[config.mk]
export PLATFORM = sky130hd
export DESIGN_NAME = truncador_saturador
export DESIGN_NICKNAME = d
export VERILOG_FILES = /design/src/rtl/truncador_saturador_pkg.sv /design/src/rtl/truncador_saturador_saturador_n.sv /design/src/rtl/truncador_saturador.sv
export SDC_FILE = /design/constraint.sdc
export NUM_CORES = 1
export LEC_CHECK = 0
export CORE_AREA = 2 2 93 95
export DETAILED_ROUTE_END_ITERATION = 7
export DIE_AREA = 0 0 95 97
export GPL_ROUTABILITY_DRIVEN = 0
export PLACE_DENSITY_LB_ADDON = 0.08
export SLEW_MARGIN = 20
export SYNTH_ARGS = -nofsm -noshare
export SYNTH_HDL_FRONTEND = slang
export SYNTH_HIERARCHICAL = 1
export SYNTH_SLANG_ARGS = --single-unit
[constraint.sdc]
create_clock -name clk -period 2.9 [get_ports clk]
set_input_delay 0.435 -clock clk [delete_from_list [all_inputs] [get_ports clk]]
set_output_delay 0.435 -clock clk [all_outputs]
set_load 0.01 [all_outputs]
[src/rtl/truncador_saturador_pkg.sv]
// Shared fixed-point defaults for the sum-extension / truncation pair,
// plus the saturation limits and rounding constant at the default widths.
package truncador_saturador_pkg;

  localparam int N_DEF    = 25;
  localparam int FRAC_DEF = 10;
  localparam int CW_DEF   = 8;

  localparam logic [N_DEF-1:0] SAT_MAX = {1'b0, {(N_DEF-1){1'b1}}};
  localparam logic [N_DEF-1:0] SAT_MIN = {1'b1, {(N_DEF-1){1'b0}}};

  localparam logic [2*N_DEF:0] ROUND_K =
    {{(2*N_DEF){1'b0}}, 1'b1} << (FRAC_DEF - 1);

endpackage

[src/rtl/truncador_saturador_saturador_n.sv]
// Clips a (2N+1-FRAC)-bit signed value to the N-bit signed range and
// reports whether clipping occurred.
module saturador_n #(
  parameter int N    = 25,
  parameter int FRAC = 10
) (
  input  logic [2*N-FRAC:0] q_i,
  output logic [N-1:0]      data_o,
  output logic              sat_o
);

  localparam int QW = 2*N + 1 - FRAC;

  localparam logic [N-1:0] MAX_P = {1'b0, {(N-1){1'b1}}};
  localparam logic [N-1:0] MIN_P = {1'b1, {(N-1){1'b0}}};

  // The value fits iff every bit from the output sign bit upward matches.
  logic [QW-N:0] upper;
  logic          ovf;

  assign upper = q_i[QW-1:N-1];
  assign ovf   = (|upper) & ~(&upper);

  // NOTE: every output of an always_comb gets a default first, so no path
  // leaves it unassigned and no latch is inferred.
  always_comb begin
    data_o = q_i[N-1:0];
    sat_o  = 1'b0;
    if (ovf) begin
      sat_o  = 1'b1;
      data_o = q_i[QW-1] ? MIN_P : MAX_P;
    end
  end

endmodule

[src/rtl/truncador_saturador.sv]
// Two-stage round-and-saturate reducer from a 2N-bit accumulator value to an
// N-bit signed word, with valid/ready flow control and clip statistics.
module truncador_saturador
  import truncador_saturador_pkg::*;
#(
  parameter int N    = N_DEF,
  parameter int FRAC = FRAC_DEF,
  parameter int CW   = CW_DEF
) (
  input  logic          clk,
  input  logic          reset,
  input  logic          in_valid,
  output logic          in_ready,
  input  logic [2*N-1:0] in_data,
  output logic          out_valid,
  input  logic          out_ready,
  output logic [N-1:0]  out_data,
  output logic          sat_now,
  output logic          sat_sticky,
  output logic [CW-1:0] sat_count,
  input  logic          clr_sat
);

  localparam logic [2*N:0] RND = {{(2*N){1'b0}}, 1'b1} << (FRAC - 1);

  logic            adv;
  logic [2*N:0]    r1_d, r1_q;
  logic            v1_q;
  logic [N-1:0]    sat_data;
  logic            sat_flag;
  logic [N-1:0]    out_data_q;
  logic            out_valid_q;
  logic            sat_now_q;
  logic            sat_sticky_d, sat_sticky_q;
  logic [CW-1:0]   sat_count_d, sat_count_q;
  logic            sat_xfer;

  // Both stages move together; a stalled output freezes the whole pipe.
  assign adv      = ~out_valid_q | out_ready;
  assign in_ready = adv;

  // One guard bit above the sign extension keeps the rounding add exact.
  assign r1_d = {in_data[2*N-1], in_data} + RND;

  // Stage 1: sign-extend and add the half-LSB rounding constant.
  // NOTE: registered state uses non-blocking assignments so every flop
  // samples the pre-edge values regardless of statement order.
  always_ff @(posedge clk or posedge reset) begin
    if (reset) begin
      r1_q <= '0;
      v1_q <= 1'b0;
    end else if (adv) begin
      r1_q <= r1_d;
      v1_q <= in_valid;
    end
  end

  // The arithmetic shift by FRAC is just the upper slice of r1.
  saturador_n #(
    .N    (N),
    .FRAC (FRAC)
  ) u_sat (
    .q_i    (r1_q[2*N:FRAC]),
    .data_o (sat_data),
    .sat_o  (sat_flag)
  );

  logic unused_round_bits;
  assign unused_round_bits = ^r1_q[FRAC-1:0];

  // Stage 2: output register.
  always_ff @(posedge clk or posedge reset) begin
    if (reset) begin
      out_data_q  <= '0;
      out_valid_q <= 1'b0;
      sat_now_q   <= 1'b0;
    end else if (adv) begin
      out_data_q  <= sat_data;
      out_valid_q <= v1_q;
      sat_now_q   <= sat_flag;
    end
  end

  assign sat_xfer = out_valid_q & out_ready & sat_now_q;

  // Clear takes priority over a clip landing in the same cycle.
  always_comb begin
    sat_sticky_d = sat_sticky_q;
    sat_count_d  = sat_count_q;
    if (clr_sat) begin
      sat_sticky_d = 1'b0;
      sat_count_d  = '0;
    end else if (sat_xfer) begin
      sat_sticky_d = 1'b1;
      if (!(&sat_count_q)) begin
        sat_count_d = sat_count_q + CW'(1);
      end
    end
  end

  always_ff @(posedge clk or posedge reset) begin
    if (reset) begin
      sat_sticky_q <= 1'b0;
      sat_count_q  <= '0;
    end else begin
      sat_sticky_q <= sat_sticky_d;
      sat_count_q  <= sat_count_d;
    end
  end

  assign out_data   = out_data_q;
  assign out_valid  = out_valid_q;
  assign sat_now    = sat_now_q;
  assign sat_sticky = sat_sticky_q;
  assign sat_count  = sat_count_q;

endmodule

### Yosys cells after proc, flatten, opt, wreduce, memory -nomap -nowiden

Cells that the tools add are included.
Widths: inputs -> output; s select.

* bits in registers: 88
* input port bits: 55
* output and inout port bits: 37

* add/sub/neg operators: 2
* equality and inequality tests: 1
* muxes and demuxes: 8
* bitwise gates (word level): 6
* reduce and logical (&&, ||, !) cells: 5

Operator list (count)
* $add 50x11->51 const B: 1
* $mux 25: 2
* $mux 8: 3
* $reduce_and 17->1: 1
* $reduce_or 17->1: 1
* $add 8x1->8 const B: 1
* $reduce_and 8->1: 1
* $and 1x1->1: 3
* $mux 1: 3
* $ne 2x2->1 const B: 1
* $not 1->1: 2
* $reduce_and 2->1: 1
* $reduce_bool 2->1: 1
* $or 1x1->1: 1

### Depth between registers and ports, before layout

Gate-level depths: netlist of run 1.

* depth in word-level cells: 4
* depth in mapped cells: 7

### Hierarchy

The synthesis of run 1 kept the hierarchy.

By module, submodules not included
* truncador_saturador: instances 1, cells an instance 408, area each 3699.8 um2
* saturador_n: instances 1, cells an instance 68, area each 355.3 um2

### Worst setup path before layout of run 1

No wires, ideal clock.

* path type: reg-to-reg
* from: register sat_count_q[0], in the netlist sat_count[0]
* to: register sat_count_q[4], in the netlist sat_count[4]
* library setup time: 0.130 ns
* data arrival time: 1.612 ns
* required time: 2.770 ns
* path slack: 1.158 ns
* cell stages (with the launch flop): 7
* path buffers: 0
* clock period less this slack: 1.742 ns
* cells stage by stage: dfrtp_1 ha_1 and3_1 a31oi_1 nand4_1 xor2_1 nor2_1

* longest elaborated chain between the ends: 4
* elaborated cells between the ends (all ways): 7

RTL lines
* start: declaration: RTL line truncador_saturador.sv:35 `logic [CW-1:0] sat_count_d, sat_count_q;`
* start signal: assignment: RTL line truncador_saturador.sv:107 `sat_count_q <= sat_count_d;`
* $add 8x1->8: RTL line truncador_saturador.sv:96 `sat_count_d = sat_count_q + CW'(1);`
* $mux 8: RTL line truncador_saturador.sv:95 `if (!(&sat_count_q)) begin`
* $mux 8: RTL line truncador_saturador.sv:93 `end else if (sat_xfer) begin`
* $mux 8: RTL line truncador_saturador.sv:90 `if (clr_sat) begin`

Parallel ways exist; a longest one is shown, timed or not. The select of a mux whose other input is x is not followed.
A chain may end at the register's enable or synchronous reset.

### Final worst setup path of run 1

* from: input port out_ready
* to: output port in_ready

* longest elaborated chain between the ends: 1

RTL lines
* start: declaration: RTL line truncador_saturador.sv:16 `input logic out_ready,`
* $or 1x1->1: RTL line truncador_saturador.sv:39 `assign adv = ~out_valid_q | out_ready;`
* end: declaration: RTL line truncador_saturador.sv:13 `output logic in_ready,`

No other way between the ends.

==> impl_metrics.ini, run 1 <==
[placed_design]
io_buffer_count = 82
dp_hpwl_mm = 6.17
place_area_um2 = 4960
dp.cells = 645

[detailed_routing]
viasPerCell = 5.16
wl_per_cell_um = 13.2
num_vias = 3412
drtPass1Iterations = 4
postRouteAntennaNets = 0
drt_iter0_markers = 153
wirelength_mm = 8.75
drc = 0

[floorplanning]
rows = 33
die_y_um = 97
die_width_um = 95
core-area_um2 = 8130
initial_core_util_pct = 49.9
ioPinCount = 92
die-area_um2 = 9220

[job]
cap_violations = 0

[power]
p_leak_nw = 2.22
ir_drop_mv = 0.266
power_density_nw_per_um2 = 572

[setup_path]
slowest_stage = clkdlybuf4s50_1
path_delay_family = buffers and inverters
reg2reg_depth = 6
crit_top_cell = clkdlybuf4s50_1
reg2reg_slack_ns = 0.98
crit_chain = clkdlybuf4s50_1, nor2b_4, inv_1, clkdlybuf4s50_1
cp_slowest_stage_delay_ns = 0.56
r2r-start = r1_q[46]$_DFFE_PP0P_
critPathRequiredTime_ns = 2.47
cp-end-kind = output port
critPathArrivalTime_ns = 1.71
criticalPathCategory = input pin to output port
critPathMaxFanout = 3
critPathLaunchType = input pin
r2r_end = out_data[9]$_DFFE_PP0P_
path_buf_inv = 3

[clock_network]
postCtsHoldBufs = 0
clkTransAtPathRegs_ns = 0.08
post_cts_buffers = 0
cts_tree = built
cts_resized = 0
clockBufferDepth = 2
cts_max_level = 3
cts.sink_count = 78
cts_buffers = 9
ctsRootBufferMaster = clkbuf_8
clock_latency_ns = 0.34

[sta]
min_period_ns = 2.14
fin_setup_tns_ns = 0
relSlewSlack_pct = 42.3
finalHoldViolCount = 0
setup-violations-final = 0
fmax_mhz = 466
slew_viol_final = 0
rsz0062_at_grt = false
period_share_pct = 74.0
worst_pin_slew_ns = 0.865
skew_ns = 0.00755

[logic_synthesis]
synth_area_um2 = 4060
synth-compound-area-share_pct = 6.48
synthCells = 476
yosys.area_share.xor_xnor_pct = 9.07
yosysSeqAreaShare_pct = 48.1
ys.warnings.count = 6
muxShareOfSynthArea_pct = 0.494
synth.ff_latch_count = 78
synth_top_family_by_area = simple AND/OR/NAND/NOR gates
avgSynthCellArea_um2 = 8.52
synthSimpleGateAreaFrac_pct = 31.6
syn_nets = 533
synthAdderAreaFrac_pct = 0.617
synth_cell_type_count = 33

[finish]
final_common_cell = nand2_1
num-nets-final = 608
drive_gt1_share_pct = 6.29
fin_area_um2 = 5200
area_growth_pct = 28.3
insertedDiodeCount = 0
fill_cells = 716
final_cell_mix = nand2_1, clkdlybuf4s50_1, dfrtp_1
instances_no_fill = 661

[hold_path]
min_path_type = input pin to async pin

[global_routing]
grt_pass1_vias = 3176
antenna_found_initial = 0
grt-ovfl-total = 0
grt_pass1_wl_mm = 14.8
grt_usage_pct = 20.3
grt_start_max_net_pins = 101

[run_status]
status = finished, final reports clean
how the worst max path moves through the flow:
| stage | cells past startpoint | startpoint | slack, ns | endpoint |
|---|---|---|---|---|
| after detailed placement | 6 | in_data[19] | 0.45 | r1_q[47]$_DFFE_PP0P_ |
| final | 4 | out_ready | 0.76 | in_ready |
| after floorplan | 1 | reset | 0.47 | out_data[0]$_DFFE_PP0P_ |
| after global placement | 6 | in_data[19] | 0.49 | r1_q[47]$_DFFE_PP0P_ |
| after CTS | 4 | out_ready | 0.76 | in_ready |
| after global routing | 6 | in_data[19] | 0.61 | r1_q[27]$_DFFE_PP0P_ |
state kept, by name, indices dropped and copies added, names as in the netlist:
| signal | count |
|---|---|
| sat_sticky | 1 |
| sat_now | 1 |
| v1_q | 1 |
| out_valid | 1 |
| r1_q | 41 |
| out_data | 25 |
| sat_count | 8 |
logic make-up after synthesis:
logic type	after synthesis
flip-flops	78
multiplexers	2
AO/OA/AOI/OAI	48
AND/OR/NAND/NOR	275
XOR/XNOR	42
buffers and inverters	29
adder cells (fa/ha/maj)	2
Yosys cell counts (all sizes together):
master       number  share of area (%)
ha                2               0.62
o21ai            40                4.9
nand2           134                 12
buf              10                1.7
mux2i             2               0.49
a21boi            1               0.28
a31oi             4               0.62
clkbuf           14                1.3
nand2b            2               0.31
nor4             10                3.2
and3             12                1.9
nor2b             1               0.15
or3               3               0.46
and2              3               0.46
a21oi             2               0.25
dlygate4sd1       1               0.22
nand3            17                2.1
xnor2            11                2.4
nor3              1               0.12
xor2             31                6.7
nor2             68                6.3
nand4            22                3.8
a41oi             1               0.40
inv               4               0.37
and4              2               0.43
dfrtp            78                 48
area by class of cell:
class	instances	area, um2	share of cell area [%]
flip-flops and latches	78	1950	37.5
inverters	4	16.3	0.313
repair buffers	89	886	17.0
clock inverters	3	65.1	1.25
multi-input cells	369	1980	38.1
well taps	105	131	2.53
clock buffers	13	169	3.25
layer usage:
metal  share of wire, %  wire (um)  track usage [%]
met4                1.5        127             6.80
met3                4.4        381             2.88
met5                  0          0                0
met1                 48       4200             29.4
met2                 46       4050             31.2
power breakdown:
group | internal [mW] | switching [mW]
clock network | 0.555 | 0.388
registers | 1.25 | 0.104
logic | 0.332 | 0.345
metrics by stage:
| stage | setup WS [ns] | util [%] | hold WS [ns] | power [mW] |
|---|---|---|---|---|
| 4_1_cts | 0.763 | 63.9 | 0.465 | 3.00 |
| 3_3_place_gp | 0.490 | 60.8 | 0.442 | 2.04 |
| 5_1_grt | 0.614 | 63.9 | 0.485 | 3.14 |
| 3_5_place_dp | 0.454 | 61.0 | 0.453 | 2.06 |
| 6_report | 0.755 | 63.9 | 0.450 | 2.98 |
| 2_1_floorplan | 0.470 | - | 0.430 | 1.72 |
Note: power is estimated with default switching activity, not from simulation.
==> run 2: changes to the inputs <==
==> constraint.sdc (replaced) <==
create_clock -name clk -period 2.2 [get_ports clk]
set_input_delay 0.33 -clock clk [delete_from_list [all_inputs] [get_ports clk]]
set_output_delay 0.33 -clock clk [all_outputs]
set_load 0.01 [all_outputs]
==> run 2 against run 1 <==
  * Clock power grew 16%
  * Sequential share of layout area shrank 1.3 points
  * Die area is the same
  * First-iteration DRC count grew 12%
  * Setup slack lost 0.50 ns
  * Final cell count grew 4.2%
  * Critical path depth is the same
  * Worst hold slack lost 0.017 ns
  * Utilization grew 2.3 points
  * Wire length grew 3.4%
==> impl_metrics.ini, run 2 (synthesized netlist as in run 1, its figures left out) <==
[floorplanning]
die_y_um = 97
rows = 33
die-area_um2 = 9220
initial_core_util_pct = 49.9
die_width_um = 95
core-area_um2 = 8130
ioPinCount = 92

[clock_network]
clock_latency_ns = 0.34
clkTransAtPathRegs_ns = 0.08
postCtsHoldBufs = 0
cts_resized = 0
post_cts_buffers = 0
clockBufferDepth = 2
cts_tree = built
ctsRootBufferMaster = clkbuf_8
cts_max_level = 3
cts_buffers = 9
cts.sink_count = 78

[sta]
setup_ws_ns = 0.259
min_period_ns = 1.94
fin_setup_tns_ns = 0
skew_ns = 0.0120
rsz0062_at_grt = false
setup-violations-final = 0
worst_pin_slew_ns = 0.690
period_share_pct = 88.2
finalHoldViolCount = 0
slew_viol_final = 0
relSlewSlack_pct = 53.9
fmax_mhz = 515

[placed_design]
place_ws_ns = -0.0670
io_buffer_count = 82
dp_hpwl_mm = 6.38
place_area_um2 = 5190
dp.cells = 675

[detailed_routing]
drc = 0
wirelength_mm = 9.05
num_vias = 3534
viasPerCell = 5.13
drt_iter0_markers = 171
postRouteAntennaNets = 0
drtPass1Iterations = 4
wl_per_cell_um = 13.1

[global_routing]
grt_pass1_wl_mm = 15.5
grt_start_max_net_pins = 101
grt-ovfl-total = 0
antenna_found_initial = 0
grt_pass1_vias = 3385
grt_usage_pct = 21.2

[finish]
drive_gt1_share_pct = 11.0
largest_reg_flops = 41
final_common_cell = nand2_1
ff_latch_area_um2 = 1950
fin_area_um2 = 5390
area_growth_pct = 33.0
fill_cells = 701
instances_no_fill = 689
num-nets-final = 638
top_register = r1_q
insertedDiodeCount = 0
multi_input_area_um2 = 1970
final_cell_mix = nand2_1, clkdlybuf4s50_1, dfrtp_1

[setup_path]
criticalPathCategory = input pin to output port
critPathArrivalTime_ns = 1.61
critPathRequiredTime_ns = 1.87
critPathLaunchType = input pin
cp-end-kind = output port
critPathMaxFanout = 3
reg2reg_depth = 6

[power]
power_mw = 3.81
ir_drop_mv = 0.399
p_leak_nw = 2.34
power_density_nw_per_um2 = 707

[run_status]
status = finished, final reports clean

[job]
cap_violations = 0

[hold_path]
min_path_type = input pin to async pin
[run 2: per-layer routing]
layer	global-route usage, %	vias up	routed length, um	share of wire (%)
met1	29.8	1650	4280	47
li1	-	1788	-	-
met3	3.97	7	450	5.0
met4	6.02	0	86	0.95
met5	0	-	0	0
met2	33.3	89	4240	47
[run 2: final timing paths]
check	end	slack (ns)	startpoint
setup reg to reg	out_data[2]$_DFFE_PP0P_	0.53	r1_q[50]$_DFFE_PP0P_
hold / removal	out_data[13]$_DFFE_PP0P_	0.43	reset
min in group clk	out_data[23]$_DFFE_PP0P_	0.46	out_data[23]$_DFFE_PP0P_
hold reg to reg	out_data[23]$_DFFE_PP0P_	0.46	out_data[23]$_DFFE_PP0P_
setup / recovery	in_ready	0.26	out_ready
max in group asynchronous	r1_q[17]$_DFFE_PP0P_	1.41	reset
[run 2: worst max-delay path: stages]
cell	delay [ns]
clkdlybuf4s50_1	0.54
nor2b_4	0.07
inv_1	0.11
clkdlybuf4s50_1	0.56
[run 2: area by class of cell]
cell class                      count  area share [%]
Inverter                            4           0.348
Multi-Input combinational cell    369            36.6
Clock inverter                      3           0.812
Sequential cell                    78            36.2
Tap cell                          105            2.44
Timing Repair Buffer              119            20.8
Clock buffer                       11            2.81
[run 2: where the power goes]
group | total [mW] | internal, mW | switching, mW
clock | 1.09 | 0.577 | 0.509
combinational | 0.936 | 0.473 | 0.463
sequential | 1.79 | 1.65 | 0.139
total | 3.81 | 2.70 | 1.11
[run 2: stage by stage]
step	hold slack, ns	util [%]
floorplan	0.430	-
global placement	0.441	63.8
detailed placement	0.455	63.8
CTS	0.462	66.2
global route	0.467	66.3
finish	0.434	66.3
==> run 3: changes to the inputs <==
--- a/config.mk
+++ b/config.mk
@@ -9,7 +9,9 @@
 export DETAILED_ROUTE_END_ITERATION = 7
 export DIE_AREA = 0 0 95 97
 export GPL_ROUTABILITY_DRIVEN = 0
+export MAX_ROUTING_LAYER = met4
 export PLACE_DENSITY_LB_ADDON = 0.08
+export SKIP_LAST_GASP = 1
 export SLEW_MARGIN = 20
 export SYNTH_ARGS = -nofsm -noshare
 export SYNTH_HDL_FRONTEND = slang
==> run 3 against run 2 <==
  * Worst hold slack got worse by 0.0026 ns
  * Via count rose by 0.28%
  * Clock skew barely moved
  * Utilization did not move
  * Critical endpoint unchanged
  * Largest power group unchanged
==> impl_metrics.ini, run 3 (synthesized netlist as in run 1, its figures left out) <==
[detailed_routing]
viasPerCell = 5.14
wirelength_mm = 9.13
drt_iter0_markers = 176
drtPass1Iterations = 4
drc = 0
postRouteAntennaNets = 0
wl_per_cell_um = 13.2
num_vias = 3544

[placed_design]
io_buffer_count = 82
dp_hpwl_mm = 6.38
place_area_um2 = 5190
dp.cells = 675

[setup_path]
crit_chain = clkdlybuf4s50_1, nor2b_4, inv_1, clkdlybuf4s50_1
r2r_end = out_data[7]$_DFFE_PP0P_
critPathRequiredTime_ns = 1.87
criticalPathCategory = input pin to output port
r2r-start = r1_q[50]$_DFFE_PP0P_
path_delay_family = buffers and inverters
critPathArrivalTime_ns = 1.61
reg2reg_slack_ns = 0.51
critPathLaunchType = input pin
crit_top_cell = clkdlybuf4s50_1
slowest_stage = clkdlybuf4s50_1
critPathMaxFanout = 3
path_buf_inv = 3
cp_slowest_stage_delay_ns = 0.56
cp-end-kind = output port
reg2reg_depth = 6

[global_routing]
grt_start_max_net_pins = 101
grt_usage_pct = 21.7
antenna_found_initial = 0
grt_pass1_vias = 3390
grt-ovfl-total = 0
grt_pass1_wl_mm = 15.5

[sta]
fmax_mhz = 515
skew_ns = 0.0125
min_period_ns = 1.94
setup-violations-final = 0
slew_viol_final = 0
relSlewSlack_pct = 51.8
rsz0062_at_grt = false
worst_pin_slew_ns = 0.722
period_share_pct = 88.2
finalHoldViolCount = 0

[floorplanning]
die-area_um2 = 9220
die_y_um = 97
rows = 33
core-area_um2 = 8130
ioPinCount = 92
die_width_um = 95
initial_core_util_pct = 49.9

[clock_network]
cts_buffers = 9
postCtsHoldBufs = 0
cts.sink_count = 78
ctsRootBufferMaster = clkbuf_8
cts_max_level = 3
clockBufferDepth = 2
post_cts_buffers = 0
cts_tree = built
cts_resized = 0
clkTransAtPathRegs_ns = 0.08
clock_latency_ns = 0.35

[finish]
drive_gt1_share_pct = 11.0
final_cell_mix = nand2_1, clkdlybuf4s50_1, dfrtp_1
area_growth_pct = 33.0
top_register = r1_q
largest_reg_flops = 41
num-nets-final = 638
instances_no_fill = 689
insertedDiodeCount = 0
fin_area_um2 = 5390
final_common_cell = nand2_1
fill_cells = 701

[job]
cap_violations = 0

[power]
p_int_mw = 2.70
pwr-share-comb_pct = 24.6
ir_drop_mv = 0.398
power_density_nw_per_um2 = 708
p_seq_share_pct = 46.9
p_leak_nw = 2.34
clockPowerShare_pct = 28.6
p_switching_mw = 1.12
sw_frac_of_total_pct = 29.3

[hold_path]
min_path_type = input pin to async pin

[run_status]
status = finished, final reports clean
## run 3: through the flow
step	hold slack (ns)	setup TNS, ns	power (mW)	util [%]	setup WS, ns
2_1_floorplan	0.430	0	2.27	-	0.458
3_5_place_dp	0.455	-0.0982	2.77	63.8	-0.0670
5_1_grt	0.467	0	4.03	66.3	0.189
4_1_cts	0.462	0	3.85	66.2	0.254
3_3_place_gp	0.441	-0.0246	2.73	63.8	-0.0133
6_report	0.431	0	3.82	66.3	0.260
## run 3: how the worst max path moves through the flow
stage,from,end,cells past startpoint
detailed placement,in_data[19],r1_q[45]$_DFFE_PP0P_,6
finish,out_ready,in_ready,4
global placement,in_data[19],r1_q[45]$_DFFE_PP0P_,6
global route,in_data[20],r1_q[45]$_DFFE_PP0P_,6
floorplan,sat_count[0]$_DFFE_PP0P_,sat_count[4]$_DFFE_PP0P_,6
CTS,out_ready,in_ready,4
## run 3: final cells by class
| cell class | instances | area (um2) | area share, % |
|---|---|---|---|
| Clock buffer | 11 | 151 | 2.81 |
| Clock inverter | 3 | 43.8 | 0.812 |
| Inverter | 4 | 18.8 | 0.348 |
| Multi-Input combinational cell | 369 | 1970 | 36.6 |
| Sequential cell | 78 | 1950 | 36.2 |
| Tap cell | 105 | 131 | 2.44 |
| Timing Repair Buffer | 119 | 1120 | 20.8 |
## run 3: power groups by stage
stage | Clock, mW | Combinational, mW | Sequential (mW)
2_1_floorplan | 0 | 0.419 | 1.85
3_3_place_gp | 0 | 0.927 | 1.81
3_5_place_dp | 0 | 0.945 | 1.82
4_1_cts | 1.11 | 0.949 | 1.79
5_1_grt | 1.17 | 1.05 | 1.82
6_report | 1.09 | 0.937 | 1.79
## run 3: metal layers
metal,GRT usage (%),vias up,part of all wire (%)
met2,33.3,79,47
met5,-,-,0
met4,6.02,0,1.2
li1,-,1786,-
met1,29.8,1667,48
met3,3.97,12,4.2
## run 3: worst register-to-register path, delay by kind of cell (launching register included)
family | cells | cell delay, ns
AOI/OAI and AO/OA | 1 | 0.27
DFF | 1 | 0.46
and+or+nand+nor | 5 | 0.92
